`config.mk`:
```
export PLATFORM = sky130hd
export DESIGN_NAME = wt_mult_pipe
export DESIGN_NICKNAME = d
export VERILOG_FILES = /design/src/rtl/wt_mult_pkg.sv /design/src/rtl/wt_mult_pipe_csa_row.sv /design/src/rtl/wt_mult_pipe.sv
export SDC_FILE = /design/constraint.sdc
export NUM_CORES = 1
export LEC_CHECK = 0
export ABC_AREA = 0
export CORE_MARGIN = 2
export CORE_UTILIZATION = 40
export DETAILED_ROUTE_END_ITERATION = 7
export PLACE_DENSITY = 0.7
export SLEW_MARGIN = 20
export SYNTH_ARGS = -nofsm -noshare
export SYNTH_HDL_FRONTEND = slang
export SYNTH_SLANG_ARGS = --single-unit
export TNS_END_PERCENT = 50
```
`constraint.sdc`:
```
create_clock -name clk -period 2.1 [get_ports clk]
set_input_delay 0.42 -clock clk [delete_from_list [all_inputs] [get_ports clk]]
set_output_delay 0.42 -clock clk [all_outputs]
set_load 0.01 [all_outputs]
```
`src/rtl/wt_mult_pkg.sv`:
```
// wt_mult_pkg: shared helpers for the pipelined Wallace-tree multiplier.
//   prod_w      - product width for a W-bit operand pair
//   rows_after  - rows left after one 3:2 carry-save level
//   rows_at     - rows present at a given tree level (level 0 = W pp rows + correction row)
//   csa_levels  - number of CSA levels needed to reach two rows
//   bw_corr     - Baugh-Wooley correction constant (bits W and 2W-1)
//   cla_add     - parallel-prefix carry-lookahead adder, MAX_PW bits
package wt_mult_pkg;

  localparam int MAX_W  = 32;
  localparam int MAX_PW = 2 * MAX_W;

  function automatic int prod_w(input int w);
    return 2 * w;
  endfunction

  function automatic int rows_after(input int n);
    return 2 * (n / 3) + n % 3;
  endfunction

  function automatic int rows_at(input int w, input int lvl);
    int n;
    n = w + 1;
    for (int unsigned i = 0; i < lvl; i++) n = rows_after(n);
    return n;
  endfunction

  // Reduction from n rows only reaches 2 via a level with exactly 3 rows,
  // so the last level is always a single CSA.
  function automatic int csa_levels(input int w);
    int n;
    int l;
    n = w + 1;
    l = 0;
    while (n > 2) begin
      n = rows_after(n);
      l++;
    end
    return l;
  endfunction

  function automatic logic [MAX_PW-1:0] bw_corr(input int w);
    logic [MAX_PW-1:0] c;
    c = '0;
    c[w]       = 1'b1;
    c[2*w - 1] = 1'b1;
    return c;
  endfunction

  // Kogge-Stone prefix carry computation; callers truncate to their width.
  function automatic logic [MAX_PW-1:0] cla_add(input logic [MAX_PW-1:0] x,
                                                input logic [MAX_PW-1:0] y);
    logic [MAX_PW-1:0] p;
    logic [MAX_PW-1:0] gg;
    logic [MAX_PW-1:0] pp;
    p  = x ^ y;
    gg = x & y;
    pp = p;
    for (int unsigned d = 1; d < MAX_PW; d = d * 2) begin
      gg = gg | (pp & (gg << d));
      pp = pp & (pp << d);
    end
    return p ^ (gg << 1);
  endfunction

endpackage

```
`src/rtl/wt_mult_pipe_csa_row.sv`:
```
// csa_row: N-bit 3:2 carry-save row.
//   x, y, z - three addend vectors
//   sum     - bitwise sum (x ^ y ^ z)
//   carry   - bitwise majority, unshifted (weight is one position higher)
module csa_row #(
  parameter int N = 8
) (
  input  logic [N-1:0] x,
  input  logic [N-1:0] y,
  input  logic [N-1:0] z,
  output logic [N-1:0] sum,
  output logic [N-1:0] carry
);

  assign sum   = x ^ y ^ z;
  assign carry = (x & y) | (x & z) | (y & z);

endmodule

```
`src/rtl/wt_mult_pipe.sv`:
```
// wt_mult_pipe: two-stage pipelined W x W Wallace-tree multiplier with
// per-beat signed/unsigned mode and valid/ready flow control.
//   clk, rst             - clock, asynchronous active-high reset
//   in_valid/in_ready    - operand handshake
//   a, b, is_signed      - operands and mode (two's complement when is_signed)
//   out_valid/out_ready  - product handshake
//   product              - full-precision product, PROD_W bits
// Stage 1: partial products + CSA tree -> sum/carry registers.
// Stage 2: carry-lookahead add -> product register.
module wt_mult_pipe
  import wt_mult_pkg::*;
#(
  parameter int W      = 8,
  parameter int PROD_W = prod_w(W)
) (
  input  logic              clk,
  input  logic              rst,
  input  logic              in_valid,
  output logic              in_ready,
  input  logic [W-1:0]      a,
  input  logic [W-1:0]      b,
  input  logic              is_signed,
  output logic              out_valid,
  input  logic              out_ready,
  output logic [PROD_W-1:0] product
);

  localparam int NR  = W + 1;
  localparam int LEV = csa_levels(W);
  localparam logic [PROD_W-1:0] BW_CORR = PROD_W'(bw_corr(W));

  logic              s1_valid;
  logic              s2_valid;
  logic              s1_ready;
  logic              s2_ready;
  logic [PROD_W-1:0] s1_sum;
  logic [PROD_W-1:0] s1_carry;
  logic [PROD_W-1:0] fin_sum;
  logic [PROD_W-1:0] fin_carry;

  logic [PROD_W-1:0] pp  [NR];
  logic [PROD_W-1:0] lvl [LEV][NR];

  assign s2_ready  = !s2_valid || out_ready;
  assign s1_ready  = !s1_valid || s2_ready;
  assign in_ready  = s1_ready;
  assign out_valid = s2_valid;

  // Baugh-Wooley: in signed mode the MSB row/column terms (but not the
  // MSB*MSB term) are inverted; the extra row carries the correction.
  always_comb begin
    for (int unsigned i = 0; i < W; i++) begin
      pp[i] = '0;
      for (int unsigned j = 0; j < W; j++)
        pp[i][i+j] = (a[j] & b[i]) ^ (is_signed && ((i == W - 1) != (j == W - 1)));
    end
    pp[W] = is_signed ? BW_CORR : '0;
  end

  for (genvar r = 0; r < NR; r++) begin : g_lvl0
    assign lvl[0][r] = pp[r];
  end

  for (genvar l = 0; l < LEV - 1; l++) begin : g_lvl
    localparam int N = rows_at(W, l);
    localparam int G = N / 3;
    for (genvar g = 0; g < G; g++) begin : g_csa
      logic [PROD_W-1:0] s;
      logic [PROD_W-1:0] c;
      csa_row #(.N(PROD_W)) u_csa (
        .x(lvl[l][3*g]), .y(lvl[l][3*g+1]), .z(lvl[l][3*g+2]),
        .sum(s), .carry(c)
      );
      assign lvl[l+1][2*g]   = s;
      assign lvl[l+1][2*g+1] = c << 1;
    end
    for (genvar r = 3 * G; r < N; r++) begin : g_pass
      assign lvl[l+1][2*G + r - 3*G] = lvl[l][r];
    end
    for (genvar r = rows_after(N); r < NR; r++) begin : g_fill
      assign lvl[l+1][r] = '0;
    end
  end

  // Last level always holds exactly three rows; its carry is registered
  // unshifted and aligned in stage 2.
  csa_row #(.N(PROD_W)) u_csa_last (
    .x(lvl[LEV-1][0]), .y(lvl[LEV-1][1]), .z(lvl[LEV-1][2]),
    .sum(fin_sum), .carry(fin_carry)
  );

  always_ff @(posedge clk or posedge rst) begin
    if (rst) begin
      s1_valid <= 1'b0;
      s2_valid <= 1'b0;
      s1_sum   <= '0;
      s1_carry <= '0;
      product  <= '0;
    end else begin
      if (s1_ready) s1_valid <= in_valid;
      if (in_valid && s1_ready) begin
        s1_sum   <= fin_sum;
        s1_carry <= fin_carry;
      end
      if (s2_ready) s2_valid <= s1_valid;
      if (s1_valid && s2_ready)
        product <= PROD_W'(cla_add(MAX_PW'(s1_sum), MAX_PW'(s1_carry << 1)));
    end
  end

endmodule

```
Word-level counts from Yosys, hierarchy flattened --
Cells that the tools add are included.
Storage, ports and cells: register bits after elaboration 49, input port bits 21, output and inout bits 18, word-level logic and storage cells 159
Cells by class: mux-type cells 1, bitwise operators 147, reduce and logical (&&, ||, !) cells 6
Operator list (count):
- bitwise AND 15 bit | 22
- OR 15 bit | 18
- XOR 16 bit | 8
- bitwise AND 1 bit | 64
- bitwise AND 15 x 1 -> 15 bit (second input constant) | 3
- bitwise AND 14 x 15 -> 15 bit | 2
- 2-to-1 mux 16 bit | 1
- XOR 10 x 16 -> 16 bit | 1
- XOR 15 x 16 -> 16 bit | 1
- XOR 16 x 13 -> 16 bit | 1
- OR 15 x 10 -> 15 bit | 1
- OR 15 x 13 -> 15 bit | 1
- XOR 14 x 15 -> 15 bit | 1
- XOR 1 bit | 14
- bitwise AND 11 x 13 -> 13 bit | 1
- bitwise AND 12 x 13 -> 13 bit | 1
- XOR 12 x 13 -> 13 bit | 1
- bitwise AND 11 x 12 -> 12 bit | 1
- XOR 11 x 12 -> 12 bit | 1
- bitwise AND 8 x 10 -> 10 bit | 1
- bitwise AND 9 x 10 -> 10 bit | 1
- XOR 9 x 10 -> 10 bit | 1
- bitwise AND 8 x 9 -> 9 bit | 1
- XOR 8 x 9 -> 9 bit | 1
- other kinds (3) | 6

Longest topological paths before layout --
Gate-level depths: netlist of run 1.
word-level depth 14, gate-level depth with buffers 10, depth with buffers taken out 9

Hierarchy --
A second synthesis of run 1 with hierarchy kept.
Second synthesis, totals: cells, all modules 421, area total of the unflattened synthesis 5302.6 µm²
Modules (own cells, without submodules):
- wt_mult_pipe | times used 1, cells each 309, area an instance 3060.4 µm², seq. area each 1226.2 µm²
- csa_row | times used 7, cells each 16, area an instance 320.3 µm², seq. area each 0.0 µm²

Worst setup path before layout of run 1 --
No wires, ideal clock.
path type in2reg, start input is_signed, end register s1_sum[9], library setup time 0.125 ns, arrival 2.978 ns, data required time 1.975 ns, path slack -1.003 ns, stages on the path 10, path buffers 2, cells stage by stage buf_2 -> buf_2 -> xnor2_1 -> ha_1 -> inv_1 -> fa_1 -> fa_1 -> inv_1 -> fa_1 -> mux2_2
Between the ends: cells in the longest elaborated chain, start to end 11, elaborated cells on any way between the ends 44, those cells by class 1 x mux; 43 x bitwise
Ends and longest elaborated chain:
- start, declared | RTL line wt_mult_pipe.sv:22 | input logic is_signed,
- XOR 1 bit | RTL line wt_mult_pipe.sv:55 | pp[i][i+j] = (a[j] & b[i]) ^ (is_signed && ((i == W - 1) != (j == W - 1)));
- bitwise AND 8 x 9 -> 9 bit (tied with other cells) | RTL line wt_mult_pipe_csa_row.sv:16 | assign carry = (x & y) | (x & z) | (y & z);
- OR 15 bit or XOR 9 x 10 -> 10 bit (tied branches) | RTL line wt_mult_pipe_csa_row.sv:16, wt_mult_pipe_csa_row.sv:15
- OR 15 x 10 -> 15 bit or bitwise AND 15 bit (tied branches) | RTL line wt_mult_pipe_csa_row.sv:16
- bitwise AND 15 bit (tied with other cells) | RTL line wt_mult_pipe_csa_row.sv:16
- OR 15 bit or XOR 16 x 13 -> 16 bit (tied branches) | RTL line wt_mult_pipe_csa_row.sv:16, wt_mult_pipe_csa_row.sv:15
- OR 15 bit or bitwise AND 15 bit (tied branches) | RTL line wt_mult_pipe_csa_row.sv:16
- XOR 16 bit or OR 15 bit (tied branches) (2 in a row) | RTL line wt_mult_pipe_csa_row.sv:15, wt_mult_pipe_csa_row.sv:16
- XOR 16 bit | RTL line wt_mult_pipe_csa_row.sv:15 | assign sum = x ^ y ^ z;
- XOR 16 bit * | RTL line wt_mult_pipe_csa_row.sv:15
- named net fin_sum[9] | RTL line wt_mult_pipe.sv:38 | logic [PROD_W-1:0] fin_sum;
- end signal, assigned | RTL line wt_mult_pipe.sv:102 | s1_sum <= fin_sum;
- end, declared | RTL line wt_mult_pipe.sv:36 | logic [PROD_W-1:0] s1_sum;
Mark *: on every way through the listed nets, which the timed path passes. The rest lies on a longest branch. A chain may end at the register's enable or synchronous reset.

Final worst setup path of run 1 --
start input a[2], end register s1_sum[7]
Between the ends: cells in the longest elaborated chain, start to end 12, elaborated cells on any way between the ends 36, those cells by class 36 x bitwise
Ends and longest elaborated chain:
- start, declared | RTL line wt_mult_pipe.sv:20 | input logic [W-1:0] a,
- bitwise AND 1 bit | RTL line wt_mult_pipe.sv:55
- bitwise AND 8 x 10 -> 10 bit | RTL line wt_mult_pipe_csa_row.sv:16
- OR 15 bit | RTL line wt_mult_pipe_csa_row.sv:16
- OR 15 x 10 -> 15 bit | RTL line wt_mult_pipe_csa_row.sv:16
- bitwise AND 15 bit | RTL line wt_mult_pipe_csa_row.sv:16
- OR 15 bit (2 in a row) | RTL line wt_mult_pipe_csa_row.sv:16
- bitwise AND 15 bit | RTL line wt_mult_pipe_csa_row.sv:16
- OR 15 bit (2 in a row) | RTL line wt_mult_pipe_csa_row.sv:16
- XOR 16 bit | RTL line wt_mult_pipe_csa_row.sv:15
- XOR 16 bit * | RTL line wt_mult_pipe_csa_row.sv:15
- named net fin_sum[7] | RTL line wt_mult_pipe.sv:38
Marked as above.

==> results.ini, run 1 <==
[synth]
synth_edf_count=0
yosysWarnings=0
ys_seq_elements=45
syn_area_um2=3830
synth-simple-area-share_pct=15.3
synth-adder-area-share_pct=30.6
synth_xor_area_share_pct=4.57
avgSynthCellArea_um2=10.4
synth_cell_types=38
yosysSeqAreaShare_pct=29.4
synth-async-reset-ratio_pct=100
synth_mux_area_share_pct=8.46
synth_top_family_by_area=adder cells
synth_ff_type=dfrtp_1
syn_nets=462
netlist_instances=370
synth_compound_area_share_pct=5.48

[timing]
timing.fmax_ghz=0.352
setup_tns_ns=-10.24
worst_pin_slew_ns=0.305
slew_violations=0
setup_viol=21
slew_headroom_pct=79.5
setup_slack_ns=-0.743
rsz0062_at_grt=yes
fin_skew_ns=0.00775
post-route-period-util_pct=135
period_needed_ns=2.84
final_hold_viol_count=0

[status]
outcome=finished, violations left
violations=setup timing

[route]
drt_pass1_iterations=4
viasPerCell=4.86
met3_wirelength_um=166
wl_mm=7.83
vias=2782
postRouteAntennaNets=0
met2_length_mm=4.04
top_layer=met4
met1_length_mm=3.51
drc=0
drt_iter0_markers=98
wl_per_cell_um=13.7

[worst_setup_path]
r2r_end=product[13]
crit_fanout=2
critPathRequiredTime_ns=2.30
end_kind=flip-flop
cp-start-kind=input port
critPathKind=input port to flip-flop
reg2reg_slack_ns=0.16
r2r-start=s1_sum[5]
critical_path_arrival_ns=3.04
r2r_cells=8

[global_routing]
grt.total_usage_pct=16.2
grt_pass1_vias=2989
antenna_found_initial=0
gr-total-overflow=0
grt_pass1_wl_mm=13.3
grt_max_degree=46

[layout]
drive_above_1_share_pct=32.5
layout_commonest_cell=nand2_1
final_cell_mix=nand2_1, dfrtp_1, fa_1, ha_1, buf_4
antennaDiodeCount=0
final_util_pct=53.7
nets=534
syn2layout_area_growth_pct=30.0

[power]
peakVddDrop_mv=0.415
leakagePower_uw=0.00241
power.density_nw_per_um2=925

[die]
ios=39
rows=35
start_util_pct=41.3
die_h_um=102
fp.coreArea_um2=9280
die_x_um=102
die-area_um2=10400

[flow_run]
maxCapViolCount=0

[clock_network]
cts_tree=built
cts_buffers=5
clkTransAtPathRegs_ns=0.09
cts_root_buf=clkbuf_8
h-tree-depth=2
cts_sinks=45
cts_buffer_depth=2
clock_latency_ns=0.30

[place]
hpwl_mm=6.01
port_buffers=38
place.gp.congestion=0.773

[min_path]
hold_class=input port to asynchronous set/reset pin

registers in the layout (all words and copies together), names as in the netlist:
signal     count
product       16
s1_sum        16
s1_carry      11
out_valid      1
s1_valid       1
cell type report:
| class | count | area, µm² |
|---|---|---|
| clock inverter | 3 | 68.8 |
| inverter | 44 | 165 |
| tap | 129 | 161 |
| clock buffer | 5 | 68.8 |
| timing repair buffer | 75 | 734 |
| fill | 830 | 4300 |
| sequential | 45 | 1130 |
| multi-input combinational | 271 | 2660 |
critical path: stages:
cell and delay [ns]:
buf_6 0.10, and2_4 0.15, fa_1 0.55, inv_2 0.04
fa_1 0.54, inv_2 0.04, fa_1 0.49, fa_1 0.42
mux2_4 0.28
kinds of logic (layout without fill, tap and decap cells):
| group | Yosys count | count (layout) |
|---|---|---|
| simple gates | 121 | 121 |
| fa+ha+maj | 71 | 71 |
| buf+inv | 54 | 127 |
| flops | 45 | 45 |
| compound gates | 32 | 32 |
| mux | 27 | 27 |
| xor+xnor | 20 | 20 |
power by group:
group / switching [µW] / total, µW / internal [µW]
sequential: 190 / 1380 / 1190
combinational: 1160 / 2440 / 1280
clock: 310 / 789 / 479
total: 1660 / 4610 / 2940
routing by layer:
layer / up-vias / global-route usage (%)
met5: - / 0
met1: 1400 / 22.0
met4: 0 / 4.41
li1: 1331 / -
met2: 40 / 27.1
met3: 11 / 2.46
synth_stat cells, drive strengths merged, types with 2 or more instances:
master   n  share of area, %
nand2   66               6.5
dfrtp   45                29
inv     44               4.3
fa      38                20
and2    33               5.5
ha      33                11
mux2    25               7.9
xnor2   13               3.0
o21ai    9               1.2
a21oi    8               1.1
buf      8               1.7
xor2     7               1.6
nand2b   6              0.98
nor2     6              0.59
o211ai   6               1.2
and3     3              0.49
a21o     2              0.39
clkbuf   2              0.20
mux2i    2              0.52
nor3     2              0.26
o311ai   2              0.46
metrics by stage:
step / instance area [µm²] / hold WS, ns / worst slack (ns) / cells / power (µW)
after floorplan: 3890 / 0.432 / -0.876 / 370 / 2900
after global placement: 4540 / 0.447 / -1.48 / 552 / 3580
after detailed placement: 4540 / 0.458 / -1.54 / 552 / 3650
after CTS: 4870 / 0.460 / -0.756 / 567 / 4610
after global routing: 4980 / 0.465 / -0.798 / 572 / 5010
final: 4980 / 0.447 / -0.743 / 572 / 4610
worst max-delay path by stage:
stage | startpoint | endpoint | slack [ns]
after floorplan | a[7] | s1_sum[7] | -0.88
after global placement | b[4] | s1_sum[7] | -1.48
after detailed placement | b[4] | s1_sum[7] | -1.54
after CTS | a[7] | s1_sum[7] | -0.76
after global routing | a[2] | s1_sum[7] | -0.80
final | a[2] | s1_sum[7] | -0.74
repair_timing:
item	CTS	global route
setup buffers	7	5
gates cloned	0	0
pin swaps	29	22
endpoints found under the setup margin	24	23
gates resized for setup	138	23
hold buffers	0	0
Power figures use the tool's default switching activity.
==> inputs of run 2 (changes only) <==
--- a/config.mk
+++ b/config.mk
@@ -7,11 +7,12 @@
 export LEC_CHECK = 0
 export ABC_AREA = 0
 export CORE_MARGIN = 2
-export CORE_UTILIZATION = 40
+export CORE_UTILIZATION = 55
 export DETAILED_ROUTE_END_ITERATION = 7
-export PLACE_DENSITY = 0.7
+export PLACE_DENSITY = 0.86
 export SLEW_MARGIN = 20
 export SYNTH_ARGS = -nofsm -noshare
 export SYNTH_HDL_FRONTEND = slang
+export SYNTH_HIERARCHICAL = 1
 export SYNTH_SLANG_ARGS = --single-unit
 export TNS_END_PERCENT = 50
==> run 2 against run 1 <==
Effect of this change:
- the run still ends with setup timing left
- register-to-register slack lost 0.11 ns
- largest power group unchanged
- synthesized area grew 38%
- worst hold slack lost 0.025 ns
- combinational power grew 120%
==> results.ini, run 2 <==
[min_path]
hold_class=input port to asynchronous set/reset pin

[place]
hpwl_mm=8.46
port_buffers=38
place_area_um2=6360
place.gp.congestion=0.834

[route]
drt_iter0_markers=149
wl_mm=11.6
drt_pass1_iterations=4
viasPerCell=5.19
vias=3573
wl_per_cell_um=16.8
drc=0
postRouteAntennaNets=0

[synth]
synth_compound_area_share_pct=7.20
synthTopCellsByArea=fa_1, dfrtp_1, mux2_2
synth_largest_area_cell=fa_1
ys_seq_elements=49
synth-async-reset-ratio_pct=100
netlist_instances=421
synth-simple-area-share_pct=11.5
yosysSeqAreaShare_pct=23.1
synth_top_area_share_pct=42.7
synth-adder-area-share_pct=46.0
synth_mux_area_share_pct=6.77
synth_ff_type=dfrtp_1
synth_cell_types=44
synth_most_common_cell=fa_1
avgSynthCellArea_um2=12.6
synth_edf_count=0
synth_top_family_by_area=adder cells
yosysWarnings=6
synth_xor_area_share_pct=3.80
syn_area_um2=5300
synth_common_cells=fa_1, and2_1, dfrtp_1

[worst_setup_path]
critical_path_arrival_ns=3.14
critPathKind=input port to flip-flop
r2r_end=product[8]
r2r_cells=6
critPathBufInv=3
critPathRequiredTime_ns=2.30
crit_fanout=3
worst_path_max_delay_cell=fa_2
cp_top_family=adder cells
path_cells=buf_8, buf_16, buf_12, xnor2_4, fa_2, fa_1, fa_2, fa_1, mux2_2
end_kind=flip-flop
critical-path-max-stage-delay_ns=0.55
reg2reg_slack_ns=0.05
cp-start-kind=input port
r2r-start=s1_sum[2]

[clock_network]
cts_root_buf=clkbuf_8
cts_buffers=5
h-tree-depth=2
cts_buffer_depth=2
clock_latency_ns=0.31
cts_hold_buf=0
cts_sinks=49
clkTransAtPathRegs_ns=0.08
cts_tree=built

[flow_run]
maxCapViolCount=0

[die]
die-area_um2=10400
die_x_um=102
rows=35
die_h_um=102
start_util_pct=57.1
fp.coreArea_um2=9280
ios=39

[timing]
setup_tns_ns=-18.68
timing.fmax_ghz=0.341
rsz0062_at_grt=yes
final_hold_viol_count=0
period_needed_ns=2.94
fin_skew_ns=0.00485
setup_slack_ns=-0.836
setup_viol=27
hold_ws_ns=0.422
slew_violations=0
post-route-period-util_pct=140

[global_routing]
grt.total_usage_pct=22.5
grt_pass1_vias=4053
grt_pass1_wl_mm=18.0
gr-total-overflow=0
antenna_found_initial=0
grt_max_degree=33

[layout]
fill_cells=609
register_area_um2=1230
drive_above_1_share_pct=27.0
reg.largest.list=product x16, s1_sum x16, s1_carry x15
layout_commonest_cell=fa_1
final_cell_mix=fa_1, conb_1, dfrtp_1
nets=707
syn2layout_area_growth_pct=29.9
antennaDiodeCount=0
multi_input_area_um2=4710
stdcell_area_um2=6890

[power]
power.density_nw_per_um2=1120
clock_power_share_pct=7.0
p_sw_uw=3370
seq_power_share_pct=22.2
comb_power_share_pct=70.9
intPower_uw=4360
peakVddDrop_mv=0.602
leakagePower_uw=0.00313
swShare_pct=43.6

[status]
outcome=finished, violations left
violations=setup timing

-- run 2: cell types whose count changed after synthesis, sizes merged, moves of 4 or more --
cell,before,now
o21ai,9,16
o31ai,1,6
ha,33,14
a21oi,8,13
inv,44,9
o211ai,6,0
dfrtp,45,49
mux2,25,31
nand2,66,36
fa,38,113
and2,33,52
-- run 2: layer usage --
layer / wire length (µm) / part of all wire, % / GRT usage (%)
met5: 0 / 0 / 0
met4: 327 / 2.8 / 5.74
met3: 331 / 2.9 / 2.67
met2: 6850 / 59 / 44.1
met1: 4090 / 35 / 25.9
-- run 2: through the flow --
stage	setup slack (ns)	cells	total power, µW	util, %
3_3_place_gp	-1.57	674	6440	68.5
3_5_place_dp	-1.63	674	6630	68.5
5_1_grt	-0.901	689	8440	74.2
4_1_cts	-0.825	688	7340	71.7
2_1_floorplan	-0.980	504	5310	-
6_report	-0.836	689	7730	74.2
-- run 2: worst max-delay path by stage --
stage | start | to | slack, ns | cells after the start
finish | is_signed | s1_sum[8] | -0.84 | 9
floorplan | is_signed | s1_sum[8] | -0.98 | 8
global route | b[1] | s1_sum[8] | -0.90 | 9
global placement | a[7] | s1_sum[8] | -1.57 | 8
detailed placement | a[7] | s1_sum[9] | -1.63 | 8
CTS | is_signed | s1_sum[11] | -0.82 | 8
-- run 2: worst reg2reg max path, delay by kind of cell, from the launching register on --
family	cells	cell delay (ns)
flip-flops	1	0.41
XOR/XNOR	1	0.22
AO/OA/AOI/OAI	4	0.96
adder cells (fa/ha/maj)	1	0.35
-- run 2: layout make-up --
class	instances	share of cell area [%]
inverters	9	0.491
well taps	129	2.34
repair buffers	59	9.76
clock buffers	8	1.16
multi-input cells	435	68.4
flip-flops and latches	49	17.8
-- run 2: cell families after synthesis --
logic type      Yosys count
xor+xnor                 23
fa+ha+maj               127
mux                      32
compound gates           54
other cells               1
buf+inv                  20
simple gates            115
flops                    49
-- run 2: power groups by stage --
stage | logic [µW] | registers [µW] | clock network, µW
after detailed placement | 4910 | 1720 | 0
after global routing | 6100 | 1760 | 580
after floorplan | 3600 | 1710 | 0
after CTS | 5100 | 1700 | 540
after global placement | 4750 | 1690 | 0
final | 5480 | 1720 | 538
-- run 2: what timing repair did --
action,in CTS,in global routing
gates resized for setup,136,46
setup endpoints to repair,28,32
cloned,1,0
pin swaps,33,30
setup buffers,5,1
==> inputs of run 3 (changes only) <==
--- a/config.mk
+++ b/config.mk
@@ -5,7 +5,6 @@
 export SDC_FILE = /design/constraint.sdc
 export NUM_CORES = 1
 export LEC_CHECK = 0
-export ABC_AREA = 0
 export CORE_MARGIN = 2
 export CORE_UTILIZATION = 55
 export DETAILED_ROUTE_END_ITERATION = 7
==> results of run 3 <==
No change in the layout: final DEF, timing and power equal those of run 2.
